==> src/rtl/irq_entry_ctrl.sv <==
// rtl/irq_entry_ctrl.sv - interrupt entry sequencer in front of the register group
//
// Accepts a level interrupt request, freezes fetch, waits for writebacks to
// drain, then issues a one-cycle entry strobe with vector and resume PCs.
//
// Optional build macro: IRQ_DRAIN_TIMEOUT_EN (bounded drain, sticky irq_fault).
//
// Ports:
//   clk            system clock, rising edge
//   all_rst_n      synchronous active-low reset
//   irq_req        level interrupt request (sampled only in IDLE)
//   irq_num[7:0]   interrupt number, sampled with irq_req
//   sys_int_en     global interrupt enable from the sys register
//   resume_pc[31:0] oldest uncommitted instruction address
//   pipe_busy      high while a writeback is still pending
//   pc_stop        freezes pc update (HOLD, DRAIN, ENTER)
//   flush          kills fetched, non-committed instructions (HOLD, SETTLE)
//   interrupt_ask  one-cycle entry strobe (ENTER)
//   interrupt_pc   vector address during ENTER, else 0
//   interrupt_ipc  latched resume address during ENTER, else 0
//   irq_ack        one-cycle acknowledge to the source (ENTER)
//   irq_fault      sticky drain-timeout flag (0 unless timeout is built)

module irq_entry_ctrl #(
  parameter logic [31:0] VEC_BASE    = 32'h00000100,
  parameter int          DRAIN_LIMIT = 64
) (
  input  logic        clk,
  input  logic        all_rst_n,
  input  logic        irq_req,
  input  logic [7:0]  irq_num,
  input  logic        sys_int_en,
  input  logic [31:0] resume_pc,
  input  logic        pipe_busy,
  output logic        pc_stop,
  output logic        flush,
  output logic        interrupt_ask,
  output logic [31:0] interrupt_pc,
  output logic [31:0] interrupt_ipc,
  output logic        irq_ack,
  output logic        irq_fault
);

  if (DRAIN_LIMIT < 1) begin : g_bad_limit
    $error("DRAIN_LIMIT must be at least 1");
  end

  typedef enum logic [2:0] {
    IDLE   = 3'd0,
    HOLD   = 3'd1,
    DRAIN  = 3'd2,
    ENTER  = 3'd3,
    SETTLE = 3'd4
  } state_t;

  state_t      state_q, state_d;
  logic [7:0]  num_q, num_d;
  logic [31:0] ipc_q, ipc_d;

`ifdef IRQ_DRAIN_TIMEOUT_EN
  localparam int CW = $clog2(DRAIN_LIMIT + 1);
  logic [CW-1:0] cnt_q, cnt_d;
  logic          fault_q, fault_d;
  logic          drain_expired;

  // The count is of DRAIN cycles already completed; this cycle is the last allowed one.
  assign drain_expired = pipe_busy && (cnt_q == CW'(DRAIN_LIMIT - 1));
`endif

  // State register
  always_ff @(posedge clk) begin
    if (!all_rst_n) begin
      state_q <= IDLE;
      num_q   <= '0;
      ipc_q   <= '0;
`ifdef IRQ_DRAIN_TIMEOUT_EN
      cnt_q   <= '0;
      fault_q <= 1'b0;
`endif
    end else begin
      state_q <= state_d;
      num_q   <= num_d;
      ipc_q   <= ipc_d;
`ifdef IRQ_DRAIN_TIMEOUT_EN
      cnt_q   <= cnt_d;
      fault_q <= fault_d;
`endif
    end
  end

  // Next-state and capture logic; request inputs only matter in IDLE.
  always_comb begin
    state_d = state_q;
    num_d   = num_q;
    ipc_d   = ipc_q;
`ifdef IRQ_DRAIN_TIMEOUT_EN
    cnt_d   = cnt_q;
    fault_d = fault_q;
`endif
    case (state_q)
      IDLE: begin
        if (irq_req && sys_int_en) begin
          num_d   = irq_num;
          ipc_d   = resume_pc;
          state_d = HOLD;
        end
      end
      HOLD: begin
        state_d = DRAIN;
`ifdef IRQ_DRAIN_TIMEOUT_EN
        cnt_d   = '0;
`endif
      end
      DRAIN: begin
`ifdef IRQ_DRAIN_TIMEOUT_EN
        cnt_d = cnt_q + CW'(1);
        if (!pipe_busy) begin
          state_d = ENTER;
        end else if (drain_expired) begin
          state_d = ENTER;
          fault_d = 1'b1;
        end
`else
        if (!pipe_busy) begin
          state_d = ENTER;
        end
`endif
      end
      ENTER:   state_d = SETTLE;
      SETTLE:  state_d = IDLE;
      default: state_d = IDLE;
    endcase
  end

  // Moore outputs decoded from the current state
  always_comb begin
    pc_stop       = 1'b0;
    flush         = 1'b0;
    interrupt_ask = 1'b0;
    irq_ack       = 1'b0;
    interrupt_pc  = '0;
    interrupt_ipc = '0;
    case (state_q)
      HOLD: begin
        pc_stop = 1'b1;
        flush   = 1'b1;
      end
      DRAIN: pc_stop = 1'b1;
      ENTER: begin
        pc_stop       = 1'b1;
        interrupt_ask = 1'b1;
        irq_ack       = 1'b1;
        // Vector table entries are 4 bytes; the sum wraps modulo 2^32.
        interrupt_pc  = VEC_BASE + {22'b0, num_q, 2'b00};
        interrupt_ipc = ipc_q;
      end
      SETTLE:  flush = 1'b1;
      default: ;
    endcase
  end

`ifdef IRQ_DRAIN_TIMEOUT_EN
  assign irq_fault = fault_q;
`else
  assign irq_fault = 1'b0;
`endif

endmodule

==> config.mk <==
export PLATFORM = sky130hd
export DESIGN_NAME = irq_entry_ctrl
export DESIGN_NICKNAME = d
export VERILOG_FILES = /design/src/rtl/irq_entry_ctrl.sv
export SDC_FILE = /design/constraint.sdc
export NUM_CORES = 1
export LEC_CHECK = 0
export ABC_AREA = 1
export CAP_MARGIN = 10
export CELL_PAD_IN_SITES_DETAIL_PLACEMENT = 1
export CELL_PAD_IN_SITES_GLOBAL_PLACEMENT = 1
export CORE_MARGIN = 3
export CORE_UTILIZATION = 30
export CTS_BUF_LIST = sky130_fd_sc_hd__clkbuf_8
export DETAILED_ROUTE_END_ITERATION = 8
export MAX_ROUTING_LAYER = met4
export PLACE_DENSITY_LB_ADDON = 0.1
export SETUP_SLACK_MARGIN = 0.15
export SLEW_MARGIN = 10
export SYNTH_ARGS = -nofsm -noshare
export SYNTH_HDL_FRONTEND = slang
export SYNTH_SLANG_ARGS = --single-unit
export TNS_END_PERCENT = 100
==> constraint.sdc <==
create_clock -name clk -period 2.2 [get_ports clk]
set_input_delay 0.55 -clock clk [delete_from_list [all_inputs] [get_ports clk]]
set_output_delay 0.55 -clock clk [all_outputs]
set_load 0.005 [all_outputs]
==> results.sh <==
export IMPL_finalMaxSlewViolations=0
export IMPL_synth_top_cell_by_area="dfxtp_1"
export IMPL_grt_first_pass_wirelength_um=12200
export IMPL_ios=114
export IMPL_drc=0
export IMPL_clkSinkCount=43
export IMPL_dr_pass1_iters=4
export IMPL_tns_ns=0
export IMPL_grt_pass1_vias=2624
export IMPL_hp_class="flip-flop to flip-flop"
export IMPL_clkSlewWorstSetupHoldPaths_ns=0.08
export IMPL_power_mw=2.09
export IMPL_fmax_mhz=506
export IMPL_synth_top_cell_area_share=0.334
export IMPL_die_y_um=98.6
export IMPL_dpl_hpwl_um=5250
export IMPL_cts_htree_levels=2
export IMPL_seqPwrFrac=0.420
export IMPL_chipWidth_um=98.6
export IMPL_clock_latency_ns=0.30
export IMPL_cp_arrival_ns=1.43
export IMPL_wl_met2_um=3700
export IMPL_fin_crit_sh=0.899
export IMPL_globalRouteTotalUtil=0.157
export IMPL_p_clk_frac=0.312
export IMPL_rsz0062_at_grt="no"
export IMPL_fin_nets=572
export IMPL_synth_avg_cell_area_um2=5.88
export IMPL_vias_per_cell=4.22
export IMPL_p_switching_uw=634
export IMPL_antenna_found_initial=0
export IMPL_p_int_mw=1.45
export IMPL_reg2regPathDepth=8
export IMPL_gp_congestion=0.742
export IMPL_netSwitchingFraction=0.304
export IMPL_place_ws_ns=0.0845
export IMPL_wl_met3_um=412
export IMPL_areaGrowthSynthToFinish_pct=44.1
export IMPL_endpoint_kind="output port"
export IMPL_crit_required_ns=1.65
export IMPL_cts_buffers=5
export IMPL_wirelength_um=7570
export IMPL_p_per_area_mw_per_mm2=562
export IMPL_antenna_cells=0
export IMPL_ant_nets=0
export IMPL_io_buffers=89
export IMPL_ir_worst_vdd_v=0.000219
export IMPL_clockRootBuffer="clkbuf_8"
export IMPL_drt_wirelength_per_cell_um=12.0
export IMPL_finalCoreUtilization=0.449
export IMPL_fin_skew_ns=0.00428
export IMPL_crit_type="flip-flop to output port"
export IMPL_design_core_area_mm2=0.00826
export IMPL_max_cap_violations=0
export IMPL_hold_viol_final=0
export IMPL_met1_length_um=3370
export IMPL_multi_input_area_mm2=0.00106
export IMPL_status="complete, no violations"
export IMPL_worstSetupEndpoint="interrupt_ask"
export IMPL_yosysSeqAreaShare=0.334
export IMPL_period_needed_ns=1.98
export IMPL_syn_inst=438
export IMPL_timing_hold_ws_ns=0.522
export IMPL_highest_layer="met4"
export IMPL_clockBufferDepth=2
export IMPL_grt_start_max_net_pins=44
export IMPL_comb_power_share=0.268
export IMPL_synth_area_top_cells="dfxtp_1 (33%), inv_1 (18%), nor2_1 (13%), nand2_1 (12%), nand4_1 (9.7%)"
export IMPL_yosys_cell_types_count=18
export IMPL_die_area_mm2=0.00973
export IMPL_regToRegStartpoint="state_q[0]"
export IMPL_p_leak_nw=2.12
export IMPL_cts_tree="built"
export IMPL_synth_area_mm2=0.00257
export IMPL_worst_slack_ns=0.223
export IMPL_crit_fanout=4
export IMPL_postCtsHoldBufs=0
export IMPL_startpoint="state_q[2]"
export IMPL_reg2reg_slack_ns=0.53
export IMPL_drt_iter0_drc=56
export IMPL_fillers=1091
export IMPL_regArea_um2=865
export IMPL_rows=33
export IMPL_r2r_end="ipc_q[1]"
export IMPL_yosysWarningCount=0
export IMPL_initial_core_util=0.312
export IMPL_vias=2668
export IMPL_grt_overflow_total=0
export IMPL_crit_path_start_kind="flip-flop"
export IMPL_setup_viol=0
export IMPL_drive_gt1_frac=0.0835
export IMPL_ys_ff_latch=43
-- power groups by stage --
stage                     Clock (mW)  Combinational, mW  Sequential [mW]
after floorplan                    0              0.365            0.889
after global placement             0              0.526            0.893
after detailed placement           0              0.541            0.896
after CTS                      0.674              0.556            0.875
after global routing           0.709              0.644            0.884
final                          0.652              0.559            0.876
-- synth_stat cells, drive strengths merged --
cell and number:
a21oi 1, and3 1, buf 42, clkbuf 8
clkinv 1, conb 1, dfxtp 43, ha 1
inv 125, nand2 83, nand3 1, nand4 40
nor2 90, o21ai 1
-- repair_timing --
| item | 4_1_cts | 5_1_grt |
|---|---|---|
| gates resized for setup | 52 | 18 |
| setup buffers | 4 | 0 |
| pin swaps | 1 | 1 |
| cloned | 0 | 2 |
| endpoints found under the setup margin | 45 | 44 |
-- per-stage QoR --
step / cells / area, um2
global placement: 618 / 3510
global route: 632 / 3710
detailed placement: 618 / 3510
CTS: 630 / 3620
floorplan: 461 / 2660
finish: 632 / 3710
-- routing by layer --
| layer | GRT usage | up-vias |
|---|---|---|
| li1 | - | 1377 |
| met1 | 0.188 | 1207 |
| met2 | 0.272 | 75 |
| met3 | 0.0368 | 9 |
| met4 | 0.0284 | 0 |
| met5 | - | - |
-- layout make-up --
| cell class | count | share of cell area |
|---|---|---|
| clock buffers | 6 | 0.0223 |
| inverters | 126 | 0.128 |
| clock inverters | 2 | 0.00944 |
| repair buffers | 108 | 0.285 |
| flip-flops and latches | 43 | 0.233 |
| well taps | 105 | 0.0354 |
| multi-input cells | 242 | 0.287 |
-- worst max-delay path, stage by stage, from the launching register on --
cell	delay, ns
dfxtp_2	0.42
nor2_4	0.07
buf_4	0.13
buf_4	0.12
buf_4	0.13
dlygate4sd2_1	0.26
-- cell usage in the layout (no fill, tap or decap) --
master,n
nor2_2,7
dlymetal6s2s_1,1
buf_4,14
buf_2,1
nand3_2,1
buf_12,3
bufinv_16,1
clkbuf_8,6
dfxtp_1,40
inv_2,1
a21oi_1,1
and3_1,1
o21ai_0,1
nor2_1,81
clkinv_2,1
nand4_1,40
inv_1,123
clkbuf_16,2
dfxtp_2,3
nor2_4,2
clkdlybuf4s50_1,43
nand2_2,1
conb_1,24
clkdlybuf4s15_1,8
inv_4,1
ha_1,1
clkinv_1,1
dlygate4sd2_1,36
nand2_1,82
-- cells by family after synthesis --
family	Yosys count	synth area share
compound gates	2	0.00388
fa+ha+maj	1	0.00486
buf+inv	176	0.299
flops	43	0.334
other cells	1	0.00146
simple gates	215	0.357
-- how the worst min path moves through the flow --
stage	depth (start not counted)	slack (ns)	from	to
global placement	4	0.50	ipc_q[7]	ipc_q[7]
CTS	4	0.53	num_q[5]	num_q[5]
floorplan	4	0.49	num_q[7]	num_q[7]
detailed placement	4	0.51	num_q[5]	num_q[5]
finish	4	0.52	ipc_q[0]	ipc_q[0]
global route	4	0.56	ipc_q[2]	ipc_q[2]
-- registers in the layout (all words and copies together) (netlist names) --
name and cells:
state_q 3, ipc_q 32, num_q 8
Note: power is estimated with default switching activity, not from simulation.
